<file path="src/rtl/serial_link_pkg.sv">
// Shared constants and types for the 2-bit-per-cycle DDR serial link.
package serial_link_pkg;

  localparam int unsigned WORD_W       = 32;
  localparam int unsigned LANES        = 2;
  localparam int unsigned CYC_PER_WORD = WORD_W / LANES;

  localparam logic [WORD_W-1:0] DEFAULT_SYNC_WORD = 32'hF0E1_5A3C;

  typedef enum logic [1:0] {
    StHunt,
    StConfirm,
    StLocked
  } state_e;

endpackage

</file>
<file path="src/rtl/serial_recv_align.sv">
// Bit-pair history shifter with training-word comparators at both bit alignments.
module serial_recv_align
  import serial_link_pkg::*;
#(
  parameter logic [WORD_W-1:0] SYNC_WORD = DEFAULT_SYNC_WORD
) (
  input  logic              CLKS,
  input  logic              RSTXS,
  input  logic [LANES-1:0]  i_din,
  output logic              o_match_even,
  output logic              o_match_odd,
  output logic [WORD_W-1:0] o_cand_even,
  output logic [WORD_W-1:0] o_cand_odd
);

  // One extra bit beyond a word is enough to see the one-bit-slipped candidate.
  logic [WORD_W:0] r_hist;

  always_ff @(posedge CLKS or negedge RSTXS) begin
    if (!RSTXS) begin
      r_hist <= '0;
    end else begin
      r_hist <= {r_hist[WORD_W-LANES:0], i_din};
    end
  end

  assign o_cand_even  = r_hist[WORD_W-1:0];
  assign o_cand_odd   = r_hist[WORD_W:1];
  assign o_match_even = (o_cand_even == SYNC_WORD);
  assign o_match_odd  = (o_cand_odd == SYNC_WORD);

endmodule

</file>
<file path="src/rtl/serial_recv.sv">
// DDR serial receiver: hunts for the training word, confirms alignment, then
// delivers one word per CYC_PER_WORD cycles.
module serial_recv
  import serial_link_pkg::*;
#(
  parameter logic [WORD_W-1:0] SYNC_WORD  = DEFAULT_SYNC_WORD,
  parameter int unsigned       LOCK_COUNT = 4
) (
  input  logic              CLKS,
  input  logic              RSTXS,
  input  logic [LANES-1:0]  DIN,
  input  logic              RELOCK,
  output logic [WORD_W-1:0] DOUT,
  output logic              DVALID,
  output logic              IS_SYNC,
  output logic              LOCKED,
  output logic              SLIP
);

  localparam int unsigned CNT_W    = $clog2(CYC_PER_WORD);
  localparam logic [3:0]  LOCK_CNT = 4'(LOCK_COUNT);

  logic              w_match_even;
  logic              w_match_odd;
  logic [WORD_W-1:0] w_cand_even;
  logic [WORD_W-1:0] w_cand_odd;
  logic [WORD_W-1:0] w_cand;
  logic              w_cand_match;
  logic [3:0]        w_good_inc;

  state_e            r_state;
  logic [CNT_W-1:0]  r_cnt;
  logic [3:0]        r_good;
  logic              r_slip;
  logic [WORD_W-1:0] r_dout;
  logic              r_dvalid;
  logic              r_is_sync;

  state_e            w_state_nxt;
  logic [CNT_W-1:0]  w_cnt_nxt;
  logic [3:0]        w_good_nxt;
  logic              w_slip_nxt;
  logic [WORD_W-1:0] w_dout_nxt;
  logic              w_dvalid_nxt;
  logic              w_is_sync_nxt;

  serial_recv_align #(
    .SYNC_WORD (SYNC_WORD)
  ) u_align (
    .CLKS         (CLKS),
    .RSTXS        (RSTXS),
    .i_din        (DIN),
    .o_match_even (w_match_even),
    .o_match_odd  (w_match_odd),
    .o_cand_even  (w_cand_even),
    .o_cand_odd   (w_cand_odd)
  );

  assign w_cand       = r_slip ? w_cand_odd : w_cand_even;
  assign w_cand_match = r_slip ? w_match_odd : w_match_even;
  assign w_good_inc   = r_good + 4'd1;

  always_comb begin
    w_state_nxt   = r_state;
    w_cnt_nxt     = r_cnt + CNT_W'(1);
    w_good_nxt    = r_good;
    w_slip_nxt    = r_slip;
    w_dout_nxt    = r_dout;
    w_dvalid_nxt  = 1'b0;
    w_is_sync_nxt = 1'b0;
    // RELOCK wins over everything, including a coincident word boundary.
    if (RELOCK) begin
      w_state_nxt = StHunt;
    end else begin
      unique case (r_state)
        StHunt: begin
          if (w_match_even || w_match_odd) begin
            w_slip_nxt  = !w_match_even;
            w_cnt_nxt   = CNT_W'(1);
            w_good_nxt  = 4'd1;
            w_state_nxt = (LOCK_COUNT == 1) ? StLocked : StConfirm;
          end
        end
        StConfirm: begin
          if (r_cnt == '0) begin
            if (w_cand_match) begin
              w_good_nxt = w_good_inc;
              if (w_good_inc == LOCK_CNT) begin
                w_state_nxt = StLocked;
              end
            end else begin
              w_state_nxt = StHunt;
            end
          end
        end
        StLocked: begin
          if (r_cnt == '0) begin
            w_dout_nxt    = w_cand;
            w_dvalid_nxt  = 1'b1;
            w_is_sync_nxt = w_cand_match;
          end
        end
        default: begin
          w_state_nxt = StHunt;
        end
      endcase
    end
  end

  always_ff @(posedge CLKS or negedge RSTXS) begin
    if (!RSTXS) begin
      r_state   <= StHunt;
      r_cnt     <= '0;
      r_good    <= '0;
      r_slip    <= 1'b0;
      r_dout    <= '0;
      r_dvalid  <= 1'b0;
      r_is_sync <= 1'b0;
    end else begin
      r_state   <= w_state_nxt;
      r_cnt     <= w_cnt_nxt;
      r_good    <= w_good_nxt;
      r_slip    <= w_slip_nxt;
      r_dout    <= w_dout_nxt;
      r_dvalid  <= w_dvalid_nxt;
      r_is_sync <= w_is_sync_nxt;
    end
  end

  assign DOUT    = r_dout;
  assign DVALID  = r_dvalid;
  assign IS_SYNC = r_is_sync;
  assign LOCKED  = (r_state == StLocked);
  assign SLIP    = r_slip;

endmodule
</file>
<file path="config.mk">
export PLATFORM = sky130hd
export DESIGN_NAME = serial_recv
export DESIGN_NICKNAME = d
export VERILOG_FILES = /design/src/rtl/serial_link_pkg.sv /design/src/rtl/serial_recv_align.sv /design/src/rtl/serial_recv.sv
export SDC_FILE = /design/constraint.sdc
export NUM_CORES = 1
export LEC_CHECK = 0
export BUFFER_PORTS_ARGS = -buffer_cell sky130_fd_sc_hd__buf_2
export CAP_MARGIN = 20
export CORE_MARGIN = 1.5
export CORE_UTILIZATION = 30
export CTS_BUF_LIST = sky130_fd_sc_hd__clkbuf_4 sky130_fd_sc_hd__clkbuf_8
export DETAILED_ROUTE_END_ITERATION = 6
export REMOVE_ABC_BUFFERS = 1
export SLEW_MARGIN = 20
export SYNTH_ARGS = -nofsm -noshare
export SYNTH_HDL_FRONTEND = slang
export SYNTH_SLANG_ARGS = --single-unit
</file>
<file path="constraint.sdc">
create_clock -name CLKS -period 3.4 [get_ports CLKS]
set_clock_uncertainty 0.05 [all_clocks]
set_input_delay 0.34 -clock CLKS [delete_from_list [all_inputs] [get_ports CLKS]]
set_output_delay 0.34 -clock CLKS [all_outputs]
set_load 0.01 [all_outputs]
</file>
; Word-level counts from Yosys, hierarchy flattened
; Cells that the tools add are included.
[totals]
regBits = 78
input_bits = 5
wordCells = 53
[classes]
add_sub_neg = 2
eq_ne = 12
n_mux = 21
bitwise_logic = 1
reduce_logical = 9
[ops]
columns = cell, count
row1 = 32-bit equality test (second input constant), 2
row2 = 32-bit two-way mux, 1
row3 = 4-bit two-way mux, 6
row4 = 2-bit two-way mux, 5
row5 = 4-bit by 1-bit adder with 4-bit output (second input constant), 2
row6 = 2-bit != test (second input constant), 4
row7 = 4-bit case mux with 2 select lines, 1
row8 = 1-bit two-way mux, 7
row9 = 3-bit != test (second input constant), 2
row10 = 2-bit case mux with 3 select lines, 1
row11 = 3-bit AND reduction, 2
row12 = 5-bit AND reduction, 1
row13 = 4-bit by 3-bit equality test with 1-bit output (second input constant), 1
row14 = 4-bit logical NOT, 1
row15 = 4-bit != test (second input constant), 1
row16 = 4-bit AND reduction, 1
row17 = 2-bit by 1-bit equality test with 1-bit output (second input constant), 1
row18 = 2-bit equality test (second input constant), 1
row19 = 2-bit logical NOT, 1
row20 = 2-bit nonzero test, 1
row21 = 1-bit logical NOT, 1
row22 = 1-bit logical OR, 1
row23 = 1-bit NOT, 1

; Logic depth before layout (Yosys ltp)
[depth]
ltp_word = 7
depth_mapped = 8
mapped_depth_nobuf = 7

; By module
; A second synthesis with hierarchy kept.
[hier_totals]
hier_cells = 288
area_unflattened_um2 = 3503.4
[by_module_without_submodules]
columns = module, n_inst, cells_per_inst, area_each_um2, seq_area_each_um2
row1 = serial_recv, 1, 206, 2285.9, 1126.1
row2 = serial_recv_align, 1, 82, 1217.4, 825.8

; Least setup slack after synthesis
; No wires, ideal clock.
[synth_timing]
kind = register to register
start = register u_align.r_hist[16]
end = register r_good[3]
setup_time_ns = 0.069
arrival_ns = 2.387
t_required_ns = 3.281
path_slack_ns = 0.894
stages_incl_launch_ff = 6
period_less_slack_ns = 2.506
cell_sequence = dfrtp_1 > or4b_1 > or4_4 > a211o_4 > or4_1 > nand3_1
[synth_via]
elab_chain_cells = 4
word_cells_on_any_way = 7
classes_between = 4 x eq/ne / 1 x mux / 2 x reduce/logical
[synth_lines]
columns = element, line
row1 = start: declaration, serial_recv_align.sv:17  ; logic [WORD_W:0] r_hist;
row2 = start signal: assignment, serial_recv_align.sv:23  ; r_hist <= {r_hist[WORD_W-LANES:0], i_din};
row3 = "32-bit equality test, on equally long branches", "serial_recv_align.sv:29, serial_recv_align.sv:30"
row4 = 1-bit two-way mux or 1-bit logical OR (tied branches), "serial_recv.sv:60, serial_recv.sv:77"
row5 = 2-bit != test (no source line), --
row6 = 5-bit AND reduction (no source line) *, --
row7 = end signal: assignment, serial_recv.sv:122  ; r_good <= w_good_nxt;
row8 = end: declaration, serial_recv.sv:33  ; logic [3:0] r_good;
; Every way passes the cells marked *; elsewhere a longest branch is shown, timed or not.
; A chain may end at the register's enable or synchronous reset.

; Worst setup path in the final report
[layout_timing]
start = register u_align.r_hist[16]
end = register r_good[1]
; Same word-level chain as after synthesis.

==> flow_metrics.py <==
metrics = {
    "grt": {
        "grt_max_degree": 79,
        "grt_antenna_before_repair": 0,
        "overflow": 0,
        "grt_pass1_vias": 2064,
        "grt_usage": 0.120,
        "grt_pass1_wl_mm": 10.5,
    },
    "floorplanning": {
        "die_area_sq_um": 11200,
        "start_util": 0.308,
        "core-area_sq_um": 10300,
        "die_y_um": 106,
        "io_pins": 41,
        "num_rows": 37,
        "die_w_um": 106,
    },
    "clocking": {
        "cts-htree-levels": 3,
        "clkTransAtPathRegs_ns": 0.08,
        "post_cts_buffers": 0,
        "clock_latency_ns": 0.35,
        "clock_path_buffers": 2,
        "hold_buffers": 0,
        "cts_root_buf": "clkbuf_8",
        "cts_made_buffers": 9,
        "postCtsResizedCells": 0,
        "cts_sinks": 78,
        "tritoncts": "done",
    },
    "finish": {
        "area_growth_pct": 17.1,
        "fillCellCount": 1027,
        "insertedDiodeCount": 0,
        "final_common_cell": "dfrtp_1",
        "drive_gt1_frac": 0.205,
        "nNetsFinal": 316,
        "stdcell_count": 448,
        "final_cell_mix": "77 x dfrtp_1, 39 x buf_2, 36 x o21ai_0",
    },
    "placement": {
        "dp.cells": 432,
        "port_buffers": 40,
        "hpwl_mm": 4.21,
        "routabilityCongestion": 0.782,
    },
    "timing": {
        "rsz0062_at_grt": "no",
        "slew_viol_final": 0,
        "post-route-min-period_ns": 2.70,
        "hold_viol": 57,
        "min_period_over_period": 0.793,
        "setup_viol": 0,
        "worst_pin_slew_ns": 0.709,
        "fmax_ghz": 0.371,
        "holdWs_ns": -0.0303,
        "fin_setup_tns_ns": 0,
        "slew_headroom": 0.528,
    },
    "route": {
        "vias": 2066,
        "remaining_drc_errors": 0,
        "drtIter0Drc": 86,
        "firstDrtPassIters": 4,
        "drt_wl_total_mm": 6.15,
        "viasPerCell": 4.61,
        "ant_nets": 0,
        "avgRoutedWirePerCell_um": 13.7,
    },
    "logic_synthesis": {
        "synth_seq_area_share": 0.614,
        "synthCells": 264,
        "synth_seq_cells": 78,
        "synthFlopType": "dfrtp_1",
        "syn_area_per_cell_sq_um": 12.0,
        "syn_area_sq_um": 3180,
        "synth_edf_count": 0,
        "ys_types": 40,
        "async_flop_share": 1.00,
        "yosys_warnings": 0,
    },
    "worst_setup_path": {
        "r2r-end": "r_good[1]",
        "worstSetupEndpointType": "flop",
        "rr_worst_depth": 5,
        "reg2reg_setup_slack_ns": 0.70,
        "crit_fanout": 8,
        "start_kind": "flop",
        "required_ns": 3.59,
        "crit_type": "flop to flop",
        "crit_end": "r_good[1]",
        "startpoint": "u_align.r_hist[16]",
        "rr_startpoint": "u_align.r_hist[16]",
        "arrival_ns": 2.88,
    },
    "pwr": {
        "leakage_nw": 1.70,
        "peakVddDrop_mv": 0.183,
        "power_density_nw_per_um2": 455,
    },
    "outcome": {
        "status": "complete, but fails checks",
        "violations": "hold timing",
    },
    "run": {
        "cap_violations": 0,
    },
    "min_path": {
        "hp-class": "input port to asynchronous set/reset pin",
    },
}
stage by stage:
| stage | power [mW] | worst slack [ns] | cell area (sq um) | util |
|---|---|---|---|---|
| 6_report | 1.69 | 0.703 | 3720 | 0.360 |
| 5_1_grt | 1.77 | 0.533 | 3720 | 0.360 |
| 2_1_floorplan | 1.04 | 0.426 | 3140 | - |
| 4_1_cts | 1.72 | 0.700 | 3720 | 0.360 |
| 3_5_place_dp | 1.08 | 0.716 | 3540 | 0.343 |
| 3_3_place_gp | 1.08 | 0.786 | 3540 | 0.343 |
synth_stat cells (4+ instances only):
library cell,n,share of area
clkbuf_1,10,0.012
dfrtp_1,78,0.61
ha_1,4,0.016
inv_1,6,0.0071
mux2i_1,32,0.10
nand2_1,34,0.040
nand3_1,6,0.0094
nor2_1,7,0.0083
nor4bb_1,4,0.013
o21ai_0,36,0.057
or4_1,4,0.0094
where the power goes:
part,internal [mW],switching [mW],total (mW)
Clock,0.272,0.360,0.632
Combinational,0.0316,0.0422,0.0739
Sequential,0.955,0.0324,0.987
layout make-up:
cell class / instances / area (sq um) / share of cell area
Clock buffer: 9 / 124 / 0.0333
Clock inverter: 7 / 57.6 / 0.0155
Inverter: 6 / 22.5 / 0.00605
Multi-Input combinational cell: 169 / 1160 / 0.313
Sequential cell: 78 / 1950 / 0.525
Tap cell: 136 / 170 / 0.0457
Timing Repair Buffer: 43 / 229 / 0.0615
registers in the layout (all words and copies together) (netlist names):
| register | flops |
|---|---|
| DOUT | 32 |
| DVALID | 1 |
| IS_SYNC | 1 |
| SLIP | 1 |
| r_cnt | 4 |
| r_good | 4 |
| r_state | 2 |
| u_align.r_hist | 33 |
worst max-delay path, stage by stage, from the launching register on:
cell and delay, ns:
dfrtp_1 0.43, or4b_1 0.55, or4_1 0.61, a2111oi_4 0.54
o2bb2ai_1 0.15, a22o_1 0.25
metal layers:
metal  routed length, um  part of all wire  global-route usage
met1                3150              0.51               0.171
met2                2730              0.44               0.172
met3                 235             0.038              0.0405
met4                  35            0.0057              0.0347
met5                   0                 0                   0
kinds of logic (layout without fill, tap and decap cells):
group                      count (synthesis)  count (layout)  synth area share
and+or+nand+nor                           81              81             0.142
adders and majority gates                  4               4            0.0157
AOI/OAI and AO/OA                         48              48            0.0965
xor gates and xnor gates                   4               4            0.0110
DFF                                       78              78             0.614
buffers and inverters                     17              65            0.0201
muxes                                     32              32             0.101
worst min-delay path by stage:
stage / start / end / slack (ns) / depth (start not counted)
3_3_place_gp: u_align.r_hist[4] / u_align.r_hist[6] / 0.35 / 0
2_1_floorplan: RSTXS / DOUT[0] / -0.006 / 0
3_5_place_dp: u_align.r_hist[4] / u_align.r_hist[6] / 0.35 / 0
4_1_cts: DIN[0] / u_align.r_hist[0] / 0.03 / 1
6_report: RSTXS / DVALID / -0.03 / 1
5_1_grt: RSTXS / DVALID / 0.008 / 1
(Power assumes the default switching activity.)
